$ cat config.mk
export PLATFORM = sky130hd
export DESIGN_NAME = spi_shifter_flat
export DESIGN_NICKNAME = d
export VERILOG_FILES = /design/src/rtl/spi_shifter_pkg.sv /design/src/rtl/spi_shifter_if.sv /design/src/rtl/spi_miso_sel.sv /design/src/rtl/spi_shifter.sv /design/src/flat_wrapper.sv
export SDC_FILE = /design/constraint.sdc
export NUM_CORES = 1
export LEC_CHECK = 0
export ABC_AREA = 0
export CORE_MARGIN = 2
export CORE_UTILIZATION = 40
export DETAILED_ROUTE_END_ITERATION = 16
export GPL_TIMING_DRIVEN = 0
export PLACE_DENSITY = 0.73
export SLEW_MARGIN = 30
export SYNTH_ARGS = -nofsm -noshare
export SYNTH_HDL_FRONTEND = slang
export SYNTH_SLANG_ARGS = --single-unit
$ cat constraint.sdc
create_clock -name CLKx4 -period 3.1 [get_ports CLKx4]
set_input_delay 0.775 -clock CLKx4 [delete_from_list [all_inputs] [get_ports CLKx4]]
set_output_delay 0.775 -clock CLKx4 [all_outputs]
set_load 0.05 [all_outputs]
$ cat src/rtl/spi_shifter_pkg.sv
// Shared definitions for the SPI byte engine: FSM encodings, DIV default,
// the idle value of the device selects and the MISO line mux.
package spi_shifter_pkg;

  typedef enum logic [1:0] {
    ST_IDLE  = 2'd0,
    ST_LEAD  = 2'd1,
    ST_TRAIL = 2'd2,
    ST_DONE  = 2'd3
  } state_t;

  localparam int         DIV_DEFAULT = 2;
  localparam logic [1:0] NSS_IDLE    = 2'b11;

  // Card 0 and card 1 drive MISO when their select is low; the expansion
  // line is only heard while neither card is selected.
  function automatic logic miso_mux(input logic [2:0] miso, input logic [1:0] nss);
    return (miso[0] & ~nss[0]) | (miso[1] & ~nss[1]) | (miso[2] & nss[0] & nss[1]);
  endfunction

endpackage

$ cat src/rtl/spi_shifter_if.sv
// Bus between the ctrl-code decoder / data bus read path and the SPI engine.
interface spi_shifter_if;
  logic       LOAD;
  logic       SSWR;
  logic [7:0] TXD;
  logic [1:0] SSEL;
  logic       CPOL;
  logic [2:0] MISO;
  logic       SCK;
  logic       MOSI;
  logic [1:0] nSS;
  logic [7:0] RXD;
  logic       BUSY;
  logic       DONE;

  modport master (
    output LOAD, SSWR, TXD, SSEL, CPOL, MISO,
    input  SCK, MOSI, nSS, RXD, BUSY, DONE
  );

  modport slave (
    input  LOAD, SSWR, TXD, SSEL, CPOL, MISO,
    output SCK, MOSI, nSS, RXD, BUSY, DONE
  );
endinterface

$ cat src/rtl/spi_miso_sel.sv
// Combinational MISO mux; also reused by the status read path.
module spi_miso_sel
  import spi_shifter_pkg::*;
(
  input  logic [2:0] miso,
  input  logic [1:0] nss,
  output logic       misox
);

  assign misox = miso_mux(miso, nss);

endmodule

$ cat src/rtl/spi_shifter.sv
// SPI byte engine (CPHA=0, MSB first). A LOAD strobe starts one byte;
// SCK half-period is DIV CLKx4 cycles, so a byte takes 16*DIV cycles
// plus one DONE cycle. All outputs come straight from registers.
module spi_shifter
  import spi_shifter_pkg::*;
#(
  parameter int DIV = DIV_DEFAULT
) (
  input  logic         CLKx4,
  input  logic         nRST,
  spi_shifter_if.slave bus
);

  localparam logic [3:0] DIV_RELOAD = 4'(DIV - 1);

  state_t     state_r, state_s;
  logic [3:0] divcnt_r, divcnt_s;
  logic [2:0] bitcnt_r, bitcnt_s;
  logic [7:0] tx_r, tx_s;
  logic [7:0] rx_r, rx_s;
  logic       cpol_r, cpol_s;
  logic       sck_r, sck_s;
  logic       mosi_r, mosi_s;
  logic [1:0] nss_r, nss_s;
  logic [7:0] rxd_r, rxd_s;
  logic       busy_r, busy_s;
  logic       done_r, done_s;
  logic       misox_s;
  logic       div_zero_s;

  spi_miso_sel u_miso_sel (
    .miso  (bus.MISO),
    .nss   (nss_r),
    .misox (misox_s)
  );

  assign div_zero_s = (divcnt_r == 4'd0);

  // State and datapath registers with synchronous active-low reset.
  always_ff @(posedge CLKx4) begin
    if (!nRST) begin
      state_r  <= ST_IDLE;
      divcnt_r <= 4'd0;
      bitcnt_r <= 3'd0;
      tx_r     <= 8'h00;
      rx_r     <= 8'h00;
      cpol_r   <= 1'b0;
      sck_r    <= 1'b0;
      mosi_r   <= 1'b0;
      nss_r    <= NSS_IDLE;
      rxd_r    <= 8'h00;
      busy_r   <= 1'b0;
      done_r   <= 1'b0;
    end else begin
      state_r  <= state_s;
      divcnt_r <= divcnt_s;
      bitcnt_r <= bitcnt_s;
      tx_r     <= tx_s;
      rx_r     <= rx_s;
      cpol_r   <= cpol_s;
      sck_r    <= sck_s;
      mosi_r   <= mosi_s;
      nss_r    <= nss_s;
      rxd_r    <= rxd_s;
      busy_r   <= busy_s;
      done_r   <= done_s;
    end
  end

  // Next-state logic: one LEAD and one TRAIL phase per bit, then DONE.
  always_comb begin
    state_s = state_r;
    case (state_r)
      ST_IDLE: begin
        if (bus.LOAD) begin
          state_s = ST_LEAD;
        end else begin
          state_s = ST_IDLE;
        end
      end
      ST_LEAD: begin
        if (div_zero_s) begin
          state_s = ST_TRAIL;
        end else begin
          state_s = ST_LEAD;
        end
      end
      ST_TRAIL: begin
        if (!div_zero_s) begin
          state_s = ST_TRAIL;
        end else if (bitcnt_r != 3'd0) begin
          state_s = ST_LEAD;
        end else begin
          state_s = ST_DONE;
        end
      end
      ST_DONE: state_s = ST_IDLE;
      default: state_s = ST_IDLE;
    endcase
  end

  // Next values of counters, shift registers and outputs for each state.
  always_comb begin
    divcnt_s = divcnt_r;
    bitcnt_s = bitcnt_r;
    tx_s     = tx_r;
    rx_s     = rx_r;
    cpol_s   = cpol_r;
    sck_s    = sck_r;
    mosi_s   = mosi_r;
    nss_s    = nss_r;
    rxd_s    = rxd_r;
    busy_s   = busy_r;
    done_s   = 1'b0;
    case (state_r)
      ST_IDLE: begin
        if (bus.LOAD) begin
          // LOAD wins over a simultaneous SSWR; both carry the same fields.
          tx_s     = bus.TXD;
          nss_s    = bus.SSEL;
          cpol_s   = bus.CPOL;
          sck_s    = bus.CPOL;
          mosi_s   = bus.TXD[7];
          busy_s   = 1'b1;
          bitcnt_s = 3'd7;
          divcnt_s = DIV_RELOAD;
        end else if (bus.SSWR) begin
          nss_s  = bus.SSEL;
          cpol_s = bus.CPOL;
          sck_s  = bus.CPOL;
        end else begin
          sck_s = cpol_r;
        end
      end
      ST_LEAD: begin
        if (div_zero_s) begin
          // Leading edge: sample the selected MISO line.
          sck_s    = ~cpol_r;
          rx_s     = {rx_r[6:0], misox_s};
          divcnt_s = DIV_RELOAD;
        end else begin
          divcnt_s = divcnt_r - 4'd1;
        end
      end
      ST_TRAIL: begin
        if (!div_zero_s) begin
          divcnt_s = divcnt_r - 4'd1;
        end else if (bitcnt_r != 3'd0) begin
          // Trailing edge: present the next bit.
          sck_s    = cpol_r;
          tx_s     = {tx_r[6:0], 1'b0};
          mosi_s   = tx_r[6];
          bitcnt_s = bitcnt_r - 3'd1;
          divcnt_s = DIV_RELOAD;
        end else begin
          // Final trailing edge: publish the byte.
          sck_s  = cpol_r;
          rxd_s  = rx_r;
          busy_s = 1'b0;
          done_s = 1'b1;
        end
      end
      ST_DONE: begin
        done_s = 1'b0;
      end
      default: begin
        done_s = 1'b0;
      end
    endcase
  end

  assign bus.SCK  = sck_r;
  assign bus.MOSI = mosi_r;
  assign bus.nSS  = nss_r;
  assign bus.RXD  = rxd_r;
  assign bus.BUSY = busy_r;
  assign bus.DONE = done_r;

endmodule

$ cat src/flat_wrapper.sv
// flat-port wrapper written by rule: the top's interface ports become plain ports
module spi_shifter_flat import spi_shifter_pkg::*;
#(
  parameter int DIV = DIV_DEFAULT
)
  (CLKx4, nRST, bus_LOAD, bus_SSWR, bus_TXD, bus_SSEL, bus_CPOL, bus_MISO, bus_SCK, bus_MOSI, bus_nSS, bus_RXD, bus_BUSY, bus_DONE);
  spi_shifter_if bus_i ();
  input  logic CLKx4;
  input  logic nRST;
  input wire logic [$bits(bus_i.LOAD)-1:0] bus_LOAD;
  input wire logic [$bits(bus_i.SSWR)-1:0] bus_SSWR;
  input wire logic [$bits(bus_i.TXD)-1:0] bus_TXD;
  input wire logic [$bits(bus_i.SSEL)-1:0] bus_SSEL;
  input wire logic [$bits(bus_i.CPOL)-1:0] bus_CPOL;
  input wire logic [$bits(bus_i.MISO)-1:0] bus_MISO;
  output wire logic [$bits(bus_i.SCK)-1:0] bus_SCK;
  output wire logic [$bits(bus_i.MOSI)-1:0] bus_MOSI;
  output wire logic [$bits(bus_i.nSS)-1:0] bus_nSS;
  output wire logic [$bits(bus_i.RXD)-1:0] bus_RXD;
  output wire logic [$bits(bus_i.BUSY)-1:0] bus_BUSY;
  output wire logic [$bits(bus_i.DONE)-1:0] bus_DONE;
  assign bus_i.LOAD = bus_LOAD;
  assign bus_i.SSWR = bus_SSWR;
  assign bus_i.TXD = bus_TXD;
  assign bus_i.SSEL = bus_SSEL;
  assign bus_i.CPOL = bus_CPOL;
  assign bus_i.MISO = bus_MISO;
  assign bus_SCK = bus_i.SCK;
  assign bus_MOSI = bus_i.MOSI;
  assign bus_nSS = bus_i.nSS;
  assign bus_RXD = bus_i.RXD;
  assign bus_BUSY = bus_i.BUSY;
  assign bus_DONE = bus_i.DONE;
  spi_shifter #(.DIV(DIV)) u_core (.CLKx4(CLKx4), .nRST(nRST), .bus(bus_i));
endmodule
# --- After elaboration in Yosys (flattened, before gate mapping) ---
# Index checks and enable logic that the tools add are counted.
totals:
  register_bits: 39
  wordCells: 81
  out_inout_bits: 14
op_classes:
  muxes: 34
  add_sub_neg: 2
  eq_ne: 9
  reduce_logical: 14
  bitwise_logic: 10
ops:
  columns: ["cell", "count"]
  rows:
  - ["7-bit two-way mux", 3]
  - ["4-bit two-way mux", 4]
  - ["7-bit one-hot mux with 2 select lines", 1]
  - ["1-bit two-way mux", 12]
  - ["4-bit one-hot mux with 3 select lines", 1]
  - ["3-bit AND reduction", 4]
  - ["2-bit two-way mux", 5]
  - ["3-bit two-way mux", 3]
  - ["2-bit one-hot mux with 4 select lines", 1]
  - ["4-bit AND reduction", 2]
  - ["2-bit by 1-bit != test with 1-bit output (second input constant)", 3]
  - ["3-bit one-hot mux with 2 select lines", 1]
  - ["3-bit nonzero test", 2]
  - ["1-bit AND", 4]
  - ["2-bit equality test (second input constant)", 2]
  - ["4-bit logical NOT", 1]
  - ["2-bit != test (second input constant)", 2]
  - ["1-bit inverter", 4]
  - ["1-bit one-hot mux with 2 select lines", 2]
  - ["2-bit AND reduction", 2]
  - ["2-bit nonzero test", 2]
  - ["4-bit by 1-bit subtractor with 4-bit output (second input constant)", 1]
  - ["3-bit != test (second input constant)", 1]
  - ["1-bit one-hot mux with 3 select lines", 1]
  - ["4 further kinds", 5]

# --- Logic depth before layout (Yosys ltp) ---
# Gate-level depths: netlist (run 1).
depth:
  ltp_word: 4
  ltp_mapped: 8
  depth_no_buf: 6

# --- Cells and area by module ---
# Synthesis (run 1) repeated with hierarchy kept, for this count alone.
hier_totals:
  hier_cells: 204
  area_unflattened_um2: 1780.5
modules_own_cells:
  columns: ["module", "n_inst", "area_each_um2", "cells_each"]
  rows:
  - ["spi_shifter", 1, 1752.9, 200]
  - ["spi_miso_sel", 1, 27.5, 4]

# --- Worst setup path after synthesis (run 1) ---
# No wires, ideal clock.
synth_timing:
  path_type: "flip-flop to flip-flop"
  start: "register u_core.bitcnt_r[0]"
  end: "register u_core.tx_r[1]"
  path_buffers: 2
  setup_time_ns: 0.119
  setup_slack_ns: 1.191
  t_arrival_ns: 1.790
  stages_incl_launch_ff: 9
  cell_sequence: "dfxtp_1 -> inv_1 -> ha_1 -> ha_1 -> or4b_1 -> buf_2 -> and2_4 -> buf_6 -> o221a_1"
synth_via:
  elab_chain_len: 3
synth_rtl:
  columns: ["element", "line_no", "source"]
  rows:
  - ["start: declaration", "spi_shifter.sv:18", "logic [2:0] bitcnt_r, bitcnt_s;"]
  - ["start signal: assignment", "spi_shifter.sv:57", "bitcnt_r <= bitcnt_s;"]
  - ["3-bit nonzero test", "spi_shifter.sv:148", "end else if (bitcnt_r != 3'd0) begin"]
  - ["2-bit by 1-bit != test with 1-bit output (no source line)", null, null]
  - ["4-bit AND reduction (no source line)", null, null]
  - ["end signal: assignment", "spi_shifter.sv:58", "tx_r <= tx_s;"]
  - ["end: declaration", "spi_shifter.sv:19", "logic [7:0] tx_r, tx_s;"]
# Every way passes these cells.
# A chain may end at the register's enable or synchronous reset.

# --- Worst setup path after layout (run 1) ---
layout_timing:
  start: "register u_core.nss_r[1], in the netlist u_core.bus.nSS[1]"
  end: "output port bus_nSS[1]"
layout_rtl:
  columns: ["element", "line_no", "source"]
  rows:
  - ["start: declaration", "spi_shifter.sv:24", "logic [1:0] nss_r, nss_s;"]
  - ["start signal: assignment", "spi_shifter.sv:63", "nss_r <= nss_s;"]
  - ["end: declaration", "flat_wrapper.sv:18", "output wire logic [$bits(bus_i.nSS)-1:0] bus_nSS;"]
# No word-level cell between the ends.

==> results.md, run 1 <==
- Result of the run: finished, final reports clean
- Commonest register cell after synthesis: dfxtp_1
- Hold Buf Count CTS: 0
- Worst hold path depth: 2
- TritonCTS Buffers: 5
- Combined flip-flop and latch cell area: ~780 um2
- Avg Inst Size Synth: about 8.9 um2
- Most frequent cells in the layout: dfxtp_1, clkdlybuf4s50_1, a21oi_1, clkbuf_1
- Multi-input logic area: between 0.001 and 0.0015 mm2
- Final slew viol count: 0
- Starting Density: about two fifths
- Number of fillers in the final layout: about 440
- Initial antenna violation count: 0
- Sequential area share after synthesis: approximately 41%
- Placer congestion estimate: a little under 0.9
- Pin count of the biggest net entering global routing: 14
- Largest clock skew in the final design: around 0.0052 ns
- Count of cells along the worst register-to-register path: 7
- IO Port Bufs: 29
- Layout cells sized above 1: between 7 and 8%
- Sw frac: 30.55%
- Type of element launching the critical path: flop
- Global routing met1 resource utilization: between 20% and 30%
- Actual transition at the worst max-transition pin: 0.6891 ns
- Die Height: between 70 and 80 um
- Post-detail-place hpwl: 3056 um
- Number of vias per cell: between 5 and 6
- Horizontal die dimension: ~73 um
- Postcts setup bufs: 0
- Proportion of power drawn by flip-flops and latches: between 40% and 50%
- Total of cells resized after clock tree synthesis: 0
- Synth unique cells: 43
- Critical path's top delay family: buffers and inverters
- Number of buffers between clock root and the deepest sink: 2
- Total net switching power: about 0.35 mW
- Share of flip-flops with an asynchronous set or reset: 0%
- TritonCTS clock tree: yes
- Cells traversed along the worst timing path: clkdlybuf4s50_1
- Endpoint, Worst Hold: u_core.bus.RXD[7]$_SDFFE_PN0P_
- Portion of total power attributed to the clock network: 29.9%
- Share of the clock period used by the worst path: 73.78%
- Area enclosed by the die boundary: 0.005342 mm2
- Final net count: around 280
- Layout-stage area growth over the synthesis result: 23.39%
- ANT nets after route: 0
- Headroom to the max-slew limit: between 50 and 60%
- Via count: between 1500 and 2000
- Grt ovf: 0
- Number of buffers and inverters on the critical path: 1
- Crit path time final: around 2.3 ns
- Leakage: about 0.86 nW
- Setup violators final: 0
- R2r endpoint: u_core.tx_r[5]$_SDFFE_PN0P_
- HP Class: reg2reg
- Count of placed standard cells in the final layout, fillers left out: a little over 300
- Worst Setup End Kind: output pin
- Endpoint required time on the critical path: 2.32 ns
- Count of standard-cell rows: 25
- Syn Nets: about 240
- Count of state elements after synthesis: 39
- DRT Wirelength: approximately 4300 um
- H-Tree Level Count: 2
- Source-to-sink clock delay at the later pin of the worst-skew pair: ~0.29 ns
- Via count of the first global-routing pass: between 1500 and 2000
- Worst vdd ir: between 0.2 and 0.25 mV
- Post-synthesis instance area: between 0.0015 and 0.002 mm2
- DRC errors left: 0
- Antenna fix cells: 0
- GR Util met2: a little over a quarter
- Clock transition at the register clock pins on the worst setup and hold paths after CTS: approximately 0.08 ns
- Cells after Synth: ~210
- Post-placement cell count: ~300
- Fin. Hold Viols: 0
- Number of enable-type register cells in the synthesized netlist: 0
- Number of primary I/O pins: 32
- Largest fanout on the critical path: 4
- Combinational power share: 22.1%
- Arrival @ worst endpoint: roughly 1.5 ns
- Yosys Warn Count: 0
- Total track usage: about 17%
- Wire length of the first global-routing pass: roughly 7300 um
- Standard cell core area: between 0.004 and 0.005 mm2
- Global Route met3 Usage: ~4.1%
- RSZ-0062 raised after global routing: false
- Most common library cell in the layout ignoring fill and taps: dfxtp_1
- Crit Path Category: reg2out
- # Max-Cap Violations: 0
- Stage delay of the slowest cell on the critical path: approximately 0.83 ns
- 1st-iter DRT viols: between 100 and 150
- Clock Tree Root: clkbuf_8
- Busiest grt layer: met2
- Setup TNS: 0 ns
- Max stage delay cell, worst path: clkdlybuf4s50_1
- Clock sink total: 39
- Pre-antenna DRT Iters: 4
- Fmax achieved: 0.4372 GHz
- Cell-internal power: between 0.7 and 0.8 mW
- Worst hold start: u_core.rx_r[7]$_SDFFE_PN0P_
- Power per cell area: 485.8 mW/mm2
- Critical R2R Launch: u_core.bitcnt_r[0]$_SDFFE_PN0P_
- Slack of the worst reg-to-reg path: 1.02 ns
- Detailed-route wire length per cell: between 10 and 15 um
==> layout make-up <==
class,instances,area share [%]
clock buffer,5,2.921
multi-input combinational,145,42.64
clock inverter,3,0.8497
tap,54,2.868
sequential,39,33.14
inverter,13,2.071
buffer,17,3.186
timing repair buffer,29,12.32
==> synthesized netlist by cell type, types with 2 or more instances <==
cell      instances  area, um2
a31oi_1           3      18.77
nand2_1          12      45.04
clkbuf_1         13      48.80
nand3_1          11      55.05
buf_2             3      15.01
nand2b_1          2      12.51
nand3b_1          2      15.01
dfxtp_1          39      780.8
mux2i_1          12      120.1
nand4_1           3      18.77
nor3_1            4      20.02
inv_1            12      45.04
ha_1              7      87.58
nor2b_1          11      68.82
o221a_1           9      101.4
o211ai_1          7      52.55
o31ai_1           2      15.01
and4bb_2          2      25.02
o21ai_0          12      60.06
a21oi_1          14      70.07
nor2_1           12      45.04
==> worst max-delay path by stage <==
stage	endpoint	cells after the start	start	slack [ns]
final	bus_nSS[1]	1	u_core.bus.nSS[1]$_SDFFE_PN1P_	0.81
after global routing	bus_nSS[1]	1	u_core.bus.nSS[1]$_SDFFE_PN1P_	0.75
after CTS	bus_nSS[1]	1	u_core.bus.nSS[1]$_SDFFE_PN1P_	0.80
after detailed placement	u_core.bus.nSS[0]$_SDFFE_PN1P_	4	bus_SSWR	0.82
after global placement	u_core.tx_r[4]$_SDFFE_PN0P_	5	bus_LOAD	0.87
after floorplan	u_core.tx_r[1]$_SDFFE_PN0P_	8	u_core.bitcnt_r[0]$_SDFFE_PN0P_	1.19
==> metrics by stage <==
stage	hold WS, ns	util [%]	total power, mW	area [um2]	setup slack (ns)
2_1_floorplan	0.4431	-	0.7371	1909	1.191
3_3_place_gp	0.4643	48.64	0.8074	2267	0.8745
3_5_place_dp	0.4679	48.64	0.8130	2267	0.8231
4_1_cts	0.4818	50.55	1.156	2356	0.8016
5_1_grt	0.4990	50.55	1.203	2356	0.7532
6_report	0.4766	50.55	1.145	2356	0.8128
==> per-layer routing <==
metal	vias up	part of all wire, %	wire (um)
met5	-	0	0
met4	0	1.4	59
met3	5	4.7	200
met2	40	45	1926
met1	772	49	2112
li1	848	-	-
==> kinds of logic (layout without fill, tap and decap cells) <==
family / after synthesis / count (layout) / synth area share (%)
adders and majority gates: 7 / 7 / 4.587
DFF: 39 / 39 / 40.89
muxes: 12 / 12 / 6.291
and+or+nand+nor: 68 / 68 / 19.92
AOI/OAI and AO/OA: 58 / 58 / 21.82
buffers and inverters: 30 / 67 / 6.487
==> power by group through the flow <==
| stage | Combinational, mW | Clock, mW | Sequential [mW] |
|---|---|---|---|
| after floorplan | 0.155 | 0 | 0.582 |
| after global placement | 0.247 | 0 | 0.560 |
| after detailed placement | 0.252 | 0 | 0.561 |
| after CTS | 0.254 | 0.353 | 0.549 |
| after global routing | 0.280 | 0.370 | 0.554 |
| final | 0.253 | 0.342 | 0.549 |
==> registers in the layout (all words and copies together), names as in the netlist, 2 cells and up <==
name,flops
u_core.bus.RXD,8
u_core.rx_r,8
u_core.bus.nSS,2
u_core.bitcnt_r,3
u_core.state_r,2
u_core.tx_r,7
u_core.divcnt_r,4
No activity file was read; power rests on OpenSTA's default activity.
==> inputs of run 2 (changes only) <==
clock period = 2.2 ns   (was 3.1 ns; I/O delays follow)
==> results of run 2 <==
The final DEF is identical to that of run 1. Status: finished, final reports clean.
Among the figures that moved: setup slack after placement 0.8231 ns -> 0.1268 ns; setup slack after layout 0.8128 ns -> 0.1220 ns; start point of the critical path u_core.bus.nSS[1]$_SDFFE_PN1P_ -> u_core.bitcnt_r[0]$_SDFFE_PN0P_; end point of the critical path bus_nSS[1] -> u_core.tx_r[5]$_SDFFE_PN0P_; register-to-register setup slack 1.02 ns -> 0.12 ns; total power 1.145 mW -> 1.613 mW; worst IR drop on VDD 0.2474 mV -> 0.3486 mV
==> inputs of run 3 (changes only) <==
CORE_MARGIN = default   (was 2)
CTS_CLUSTER_DIAMETER = 200   (was default)
==> run 3 against run 2 <==
  * Critical path depth unchanged
  * First-iteration DRC count down 13%
  * Power down 0.68%
  * Final cell count down 0.66%
  * Cell area down 0.32%
  * Critical path type unchanged
==> results.md, run 3 (synthesized netlist as in run 1, its figures left out) <==
- Result of the run: finished, final reports clean
- Layout cells sized above 1: roughly 7.2%
- DRT Wirelength: between 4000 and 5000 um
- Stage delay of the slowest cell on the critical path: 0.47 ns
- Power per cell area: 682.1 mW/mm2
- IO Port Bufs: 29
- Crit path time final: 2.087 ns
- Postcts setup bufs: 0
- 1st-iter DRT viols: 91
- Fin. Hold Viols: 0
- RSZ-0062 raised after global routing: false
- TritonCTS Buffers: 5
- R2r endpoint: u_core.tx_r[5]$_SDFFE_PN0P_
- Share of the clock period used by the worst path: 94.87%
- Slack of the worst reg-to-reg path: between 0.1 and 0.15 ns
- Post-detail-place hpwl: between 2000 and 3000 um
- Count of cells along the worst register-to-register path: 7
- Post-layout instance area: about 0.0023 mm2
- Source-to-sink clock delay at the later pin of the worst-skew pair: approximately 0.3 ns
- Grt ovf: 0
- Actual transition at the worst max-transition pin: around 0.52 ns
- H-Tree Level Count: 2
- Crit Path Category: reg2reg
- Number of buffers between clock root and the deepest sink: 2
- Fmax achieved: about 0.48 GHz
- Max stage delay cell, worst path: or4b_1
- Critical path's top delay family: compound AO/OA/AOI/OAI gates
- Number of primary I/O pins: 32
- Worst Setup End Kind: flop
- Count of standard-cell rows: 24
- Clock sink total: 39
- Area after DPL: approximately 0.0023 mm2
- Via count: 1664
- Final slew viol count: 0
- Die Height: between 70 and 80 um
- Largest clock skew in the final design: 0.004880 ns
- Wire length of the first global-routing pass: a little over 7000 um
- Placer congestion estimate: around 0.86
- Setup violators final: 0
- ANT nets after route: 0
- Endpoint, Worst Hold: u_core.bus.SCK$_SDFFE_PN0P_
- Horizontal die dimension: 71.09 um
- Setup TNS: 0 ns
- Largest fanout on the critical path: 10
- Detailed-route wire length per cell: around 14 um
- Clock transition at the register clock pins on the worst setup and hold paths after CTS: approximately 0.08 ns
- # Max-Cap Violations: 0
- Worst vdd ir: approximately 0.40 mV
- Number of vias per cell: ~5.5
- Worst hold start: u_core.bus.SCK$_SDFFE_PN0P_
- Most frequent cells in the layout: dfxtp_1, clkdlybuf4s50_1, a21oi_1, clkbuf_1
- Layout-stage area growth over the synthesis result: 23.00%
- Total of cells resized after clock tree synthesis: 0
- Hold Buf Count CTS: 0
- Crit path depth: 7
- Worst hold path depth: 2
- Pre-antenna DRT Iters: 6
- Clock Tree Root: clkbuf_8
- Arrival @ worst endpoint: ~2.3 ns
- Cells traversed along the worst timing path: inv_1, ha_1, ha_1, or4b_1, buf_2, a21oi_4, o221a_1
- Most repeated library cell on the critical path: ha_1
- Type of element launching the critical path: flop
- Final net count: around 280
- Initial antenna violation count: 0
- Total track usage: around 18%
- TritonCTS clock tree: yes
- Leakage: roughly 0.87 nW
- Standard cell core area: approximately 0.0045 mm2
- Most common library cell in the layout ignoring fill and taps: dfxtp_1
- Via count of the first global-routing pass: between 1500 and 2000
- Starting Density: a little over two fifths
- DRC errors left: 0
- Antenna fix cells: 0
- Area enclosed by the die boundary: 0.005054 mm2
- HP Class: reg2reg
- Pin count of the biggest net entering global routing: 13
- Critical Path Source: u_core.bitcnt_r[0]$_SDFFE_PN0P_
- Endpoint required time on the critical path: 2.44 ns
- Number of buffers and inverters on the critical path: 2
- Headroom to the max-slew limit: ~65%
- Critical R2R Launch: u_core.bitcnt_r[0]$_SDFFE_PN0P_
[run 3: cell count changes in the layout (fill, tap and decap cells not counted)]
cell | before | now
clkinv_2 | 1 | 3
clkinvlp_4 | 2 | 0
[run 3: worst max path at each step]
| stage | end | slack (ns) |
|---|---|---|
| after floorplan | u_core.tx_r[1]$_SDFFE_PN0P_ | 0.29 |
| after global placement | u_core.tx_r[5]$_SDFFE_PN0P_ | 0.19 |
| after detailed placement | u_core.tx_r[5]$_SDFFE_PN0P_ | 0.13 |
| after CTS | u_core.tx_r[5]$_SDFFE_PN0P_ | 0.11 |
| after global routing | u_core.tx_r[3]$_SDFFE_PN0P_ | 0.009 |
| final | u_core.tx_r[5]$_SDFFE_PN0P_ | 0.11 |
[run 3: layer usage]
metal	track usage (%)	part of all wire (%)	routed length (um)
met1	24.91	49	2033
met2	27.14	43	1815
met3	4.274	6.0	253
met5	0	0	0
met4	8.000	1.9	80
[run 3: where the power goes]
| part | leakage [nW] | internal [mW] | switching (mW) |
|---|---|---|---|
| Clock | 0.0477 | 0.217 | 0.256 |
| Combinational | 0.499 | 0.153 | 0.202 |
| Sequential | 0.319 | 0.747 | 0.0277 |
| Total | 0.865 | 1.12 | 0.485 |
[run 3: final cells by class]
class	instances	area, um2
Fill cell	443	2126
Multi-Input combinational cell	145	1005
Sequential cell	39	780.7
Timing Repair Buffer	29	290.3
Buffer	17	75.07
Clock buffer	5	68.82
Tap cell	52	65.06
Inverter	13	48.80
Clock inverter	3	15.01
[run 3: through the flow]
| stage | util (%) | setup slack, ns | power [mW] | hold WS (ns) | instances |
|---|---|---|---|---|---|
| 2_1_floorplan | - | 0.2911 | 1.039 | 0.4431 | 214 |
| 3_3_place_gp | 50.62 | 0.1945 | 1.136 | 0.4673 | 295 |
| 3_5_place_dp | 50.62 | 0.1327 | 1.145 | 0.4695 | 295 |
| 4_1_cts | 52.49 | 0.1062 | 1.611 | 0.4785 | 303 |
| 5_1_grt | 52.49 | 0.009072 | 1.679 | 0.5073 | 303 |
| 6_report | 52.49 | 0.1129 | 1.602 | 0.4757 | 303 |
[run 3: tightest hold or removal path, stage by stage, from the launching register on]
cell,delay (ns)
dfxtp_1,0.31
nand2_1,0.05
o32ai_1,0.07
==> RTL edit 1: new RTL, flow settings as in run 2 <==
The 4 states of `state_t` get a one-hot encoding in 4 bits.
--- a/src/rtl/spi_shifter_pkg.sv
+++ b/src/rtl/spi_shifter_pkg.sv
@@ -2,11 +2,11 @@
 // the idle value of the device selects and the MISO line mux.
 package spi_shifter_pkg;
 
-  typedef enum logic [1:0] {
-    ST_IDLE  = 2'd0,
-    ST_LEAD  = 2'd1,
-    ST_TRAIL = 2'd2,
-    ST_DONE  = 2'd3
+  typedef enum logic [3:0] {
+    ST_IDLE  = 4'b0001,
+    ST_LEAD  = 4'b0010,
+    ST_TRAIL = 4'b0100,
+    ST_DONE  = 4'b1000
   } state_t;
 
   localparam int         DIV_DEFAULT = 2;
Function: no difference found for any inputs over 10 cycles, from zero or initial values and one cycle with nRST low; not proved beyond that.
==> RTL edit 1 against run 2 <==
- area after synthesis shrank 5.6%
- power grew 2.2%
- final area shrank 1.8%
- worst setup slack gained 0.029 ns
- sequential cell count grew 2
- critical path depth shrank 6
- routed wire length shrank 9.8%
- critical path type is now reg -> out
- non-clock buffer count shrank 6
- largest power group unchanged
- critical endpoint is now bus_nSS[1]
- highest routed layer is now met3
==> RTL edit 1: results <==
[outcome]
run_status = "complete, no violations"

[grt]
largest_net_degree_at_the_start_of_global_routing = 13
grt_antenna_before_repair = 0
grt.busiest_layer = "met2"
total_track_usage_pct = 17.1
met3_usage_pct = 5.56
groute.layer.met2.usage_pct = 26.1
global_route_wire_length_before_repair_um = 6870
first_global_vias = 1540
global_route.usage.met1_pct = 22.8

[clock_network]
clock_tree.htree_level_count = 2
insertion_delay_ns = 0.29
max-clock-path-buffers = 2
cts_setup_buffers = 0
cts_clock_pin_slew_for_the_worst_setup_and_hold_paths_ns = 0.07
cts.root.buffer_cell = "sky130_fd_sc_hd__clkbuf_8"
cts_made_buffers = 5

[critical_path]
flop2flop_setup_slack_ns = 0.22
critical_path_arrival_ns = 1.50
timing.critical_path.slowest_stage_cell = "sky130_fd_sc_hd__clkdlybuf4s50_1"
startpoint = "u_core.bus.nSS[1]$_SDFFE_PN1P_"
max_stage_delay_ns = 0.83
worst_path_maximum_fanout = 4
top_delay_family_on_crit_path = "buffers and inverters"
r2r_cells = 7
r2r-end = "u_core.bitcnt_r[2]$_SDFFE_PN0P_"
endpoint = "bus_nSS[1]"
regToRegStartpoint = "u_core.divcnt_r[0]$_SDFFE_PN0P_"

[detailed_routing]
met2WireLength_um = 1790
wl_met3_um = 194
postRouteWirelength_um = 3880
drtPass1Iterations = 4
route.layer.met1.wl_um = 1900
maxUsedRoutingLayer = "met3"
route.detailed.vias_per_inst = 5.32
drt_iter0_markers = 62

[hold_path]
worst_hold_path.num_cells = 2
holdCritPathClass = "reg -> reg"
hold_start = "u_core.rx_r[3]$_SDFFE_PN0P_"
worst_hold_path.endpoint = "u_core.rx_r[4]$_SDFFE_PN0P_"

[yosys]
synth_fp_nets = 221
synth.yosys.seq_area_share_pct = 45.6
synth_cell_types = 43
post_synth_top_cells = "41 x sky130_fd_sc_hd__dfxtp_1, 27 x sky130_fd_sc_hd__nand2_1, 21 x sky130_fd_sc_hd__a21oi_1"
synth.area.top_cells = "sky130_fd_sc_hd__dfxtp_1 46%, sky130_fd_sc_hd__mux2i_1 6.1%, sky130_fd_sc_hd__a21oi_1 5.8%, sky130_fd_sc_hd__nand2_1 5.6%, sky130_fd_sc_hd__nor2_1 3.8%"
yosysWarningCount = 0

[timing]
layout_skew_ns = 0.00358
share_of_the_clock_period_used_by_the_worst_path_pct = 93.1
tightest_slew_ns = 0.832

[place]
place_congestion = 0.841
io_buffers = 31
postPlaceCellArea_um2 = 2180
place.detailed.hpwl_um = 2760
dp_slack_ns = -0.351

[layout]
final_net_count = 259
drive_gt1_share_pct = 9.24

[pwr]
leakage_nw = 0.884
worst_voltage_drop_across_the_vdd_grid_uv = 380
power.internal_mw = 1.25

[run]
max_cap_violations = 0
RTL edit 1: cell count changes after synthesis, sizes merged, moves of 5 or more:
cell,before,now
nand2,12,27
clkbuf,13,4
nor2,12,18
a21oi,15,23
o221a,9,1
a311oi,1,6
nand3,11,4
nor2b,11,1
inv,12,7
o211ai,7,0
RTL edit 1: final cells by class:
class / count / area, µm²
Timing Repair Buffer: 31 / 310
Tap cell: 52 / 65.1
Fill cell: 385 / 2040
Clock inverter: 1 / 30.0
Clock buffer: 7 / 86.3
Sequential cell: 41 / 821
Inverter: 8 / 30.0
Buffer: 9 / 52.6
Multi-Input combinational cell: 141 / 918
RTL edit 1: logic make-up (layout without fill, tap and decap cells):
group,after synthesis,count (layout),synth area share [%]
AND/OR/NAND/NOR,68,68,19.4
AO/OA/AOI/OAI,57,57,21.0
flip-flops,41,41,45.6
buffers and inverters,17,56,4.58
multiplexers,11,11,6.11
adder cells (fa/ha/maj),4,4,2.78
XOR/XNOR,1,1,0.486
RTL edit 1: what timing repair did:
item / in CTS / in global routing
cloned: 0 / 0
endpoints found under the setup margin: 2 / 11
resized for setup: 1 / 3
RTL edit 1: power groups by stage:
stage	clock, mW	combinational (mW)	sequential, mW
floorplan	0	0.127	0.836
global placement	0	0.232	0.810
detailed placement	0	0.236	0.810
CTS	0.632	0.238	0.793
global route	0.664	0.266	0.798
finish	0.616	0.238	0.793
RTL edit 1: stage by stage:
| step | hold slack [ns] | instances | power (mW) |
|---|---|---|---|
| after CTS | 0.471 | 290 | 1.66 |
| final | 0.469 | 290 | 1.65 |
| after global routing | 0.495 | 290 | 1.73 |
| after floorplan | 0.436 | 199 | 0.963 |
| after detailed placement | 0.459 | 282 | 1.05 |
| after global placement | 0.450 | 282 | 1.04 |
==> RTL edit 2: new RTL, config.mk and constraints of run 2 <==
Made on the original files. Take the reset off `tx_r` and `rx_r` and load them in a clocked block of their own.
--- a/src/rtl/spi_shifter.sv
+++ b/src/rtl/spi_shifter.sv
@@ -42,8 +42,6 @@
       state_r  <= ST_IDLE;
       divcnt_r <= 4'd0;
       bitcnt_r <= 3'd0;
-      tx_r     <= 8'h00;
-      rx_r     <= 8'h00;
       cpol_r   <= 1'b0;
       sck_r    <= 1'b0;
       mosi_r   <= 1'b0;
@@ -55,8 +53,6 @@
       state_r  <= state_s;
       divcnt_r <= divcnt_s;
       bitcnt_r <= bitcnt_s;
-      tx_r     <= tx_s;
-      rx_r     <= rx_s;
       cpol_r   <= cpol_s;
       sck_r    <= sck_s;
       mosi_r   <= mosi_s;
@@ -65,6 +61,11 @@
       busy_r   <= busy_s;
       done_r   <= done_s;
     end
+  end
+
+  always_ff @(posedge CLKx4) begin
+    tx_r <= tx_s;
+    rx_r <= rx_s;
   end
 
   // Next-state logic: one LEAD and one TRAIL phase per bit, then DONE.
Check against the original RTL: no difference found for any inputs over 10 cycles, from zero or initial values and one cycle with nRST low; that may be too few to reach the edited logic, so the function may still have changed.
==> RTL edit 2 against run 2 <==
- combinational power fell by 11%
- worst hold slack got worse by 0.025 ns
- clock skew barely moved
- sequential cell count stayed put
- sequential power is 9.0% higher
- area after synthesis fell by 9.4%
- worst setup slack better by 0.049 ns
- power is 15% higher
- global-route usage shrank 3.4 points
- clock power up 43%
- final area down 4.6%
- synthesized cell count down 28%
- routed wire length is 25% lower
- critical path depth shrank 6
- critical path type is now reg -> out
- critical endpoint is now bus_nSS[0]
==> RTL edit 2: results <==
[yosys]
dominantRegCellSynth = "sky130_fd_sc_hd__dfxtp_1"
synth_cell_types = 33
yosysWarningCount = 0
edff_count_synth = 15
synth_fp_nets = 181
synth_async_sr_flop_share_pct = 0
synth.area.top_cells = "sky130_fd_sc_hd__dfxtp_1 28%, sky130_fd_sc_hd__edfxtp_1 26%, sky130_fd_sc_hd__mux2i_1 8.1%, sky130_fd_sc_hd__ha_1 5.8%, sky130_fd_sc_hd__nor2_1 4.1%"
post_synth_top_cells = "24 x sky130_fd_sc_hd__dfxtp_1, 19 x sky130_fd_sc_hd__nor2_1, 15 x sky130_fd_sc_hd__edfxtp_1"
synth.yosys.seq_area_share_pct = 53.8

[timing]
tightest_slew_ns = 0.559
layout_skew_ns = 0.00483

[detailed_routing]
route.vias.total = 1255
postRouteWirelength_um = 3220
drtPass1Iterations = 4
drt_iter0_markers = 37

[layout]
final_net_count = 221
diodes = 0
drive_gt1_share_pct = 11.2

[grt]
global_route_wire_length_before_repair_um = 5330
grt.busiest_layer = "met2"
largest_net_degree_at_the_start_of_global_routing = 14
met3_usage_pct = 4.80
total_track_usage_pct = 14.1
grt_antenna_before_repair = 0
groute.layer.met2.usage_pct = 24.7
first_global_vias = 1197
global_route.usage.met1_pct = 15.8

[pwr]
worst_voltage_drop_across_the_vdd_grid_uv = 348
leakage_nw = 0.914
pwr.group.clock_uw = 689
comb_power_share_pct = 17.1
power.internal_mw = 1.41
power_density_nw_per_um2 = 824
power_leader = "registers"

[clock_network]
cts_made_buffers = 5
insertion_delay_ns = 0.29
postCtsResizedCells = 0
cts.root.buffer_cell = "sky130_fd_sc_hd__clkbuf_8"
clock_tree.htree_level_count = 2
cts_clock_pin_slew_for_the_worst_setup_and_hold_paths_ns = 0.07
max-clock-path-buffers = 2

[critical_path]
critical_path_arrival_ns = 1.48
max_stage_delay_ns = 0.82
top_delay_family_on_crit_path = "buffers and inverters"
worst_path_maximum_fanout = 4
timing.critical_path.slowest_stage_cell = "sky130_fd_sc_hd__clkdlybuf4s50_1"

[place]
io_buffers = 30
postPlaceCellArea_um2 = 2090
place.detailed.hpwl_um = 2390
place_congestion = 0.792
dp_slack_ns = -0.166

[hold_path]
holdCritPathClass = "reg -> reg"

[outcome]
run_status = "complete, no violations"
[RTL edit 2: layer usage]
layer / routed length [µm] / vias to the layer above / share of wire, %
li1: - / 630 / -
met1: 1370 / 599 / 43
met5: 0 / - / 0
met3: 99 / 7 / 3.1
met2: 1700 / 19 / 53
met4: 42 / 0 / 1.3
[RTL edit 2: cell families after synthesis]
logic type,synth area share (%)
buffers and inverters,4.63
adder cells (fa/ha/maj),5.79
AO/OA/AOI/OAI,10.6
flip-flops,53.8
AND/OR/NAND/NOR,13.2
multiplexers,12.0
[RTL edit 2: repair_timing]
action	in CTS	in global routing
hold endpoints to repair	0	0
setup endpoints to repair	0	1
hold buffers	0	0
buffers inserted	0	3
[RTL edit 2: path summary, 6_finish.rpt]
check,from,endpoint,slack (ns),cells after the start
hold reg to reg,u_core.rx_r[5]$_DFFE_PP_,u_core.rx_r[6]$_DFFE_PP_,0.45,0
hold / removal,u_core.rx_r[5]$_DFFE_PP_,u_core.rx_r[6]$_DFFE_PP_,0.45,0
setup / recovery,u_core.bus.nSS[0]$_SDFFE_PN1P_,bus_nSS[0],0.17,1
setup reg to reg,u_core.divcnt_r[0]$_SDFFE_PN0P_,u_core.bus.BUSY$_SDFFE_PN0P_,0.32,7
[RTL edit 2: area by class of cell]
class / instances / area, µm²
well taps: 50 / 62.6
inverters: 12 / 45.0
multi-input cells: 98 / 718
clock inverters: 2 / 60.1
clock buffers: 6 / 72.6
repair buffers: 33 / 323
flip-flops and latches: 39 / 931
fillers: 356 / 1840
plain buffers: 6 / 35.0
[RTL edit 2: per-stage QoR]
step           cells  hold WS [ns]
2_1_floorplan    155         0.426
3_3_place_gp     235         0.436
3_5_place_dp     235         0.438
4_1_cts          243         0.457
5_1_grt          246         0.467
6_report         246         0.451
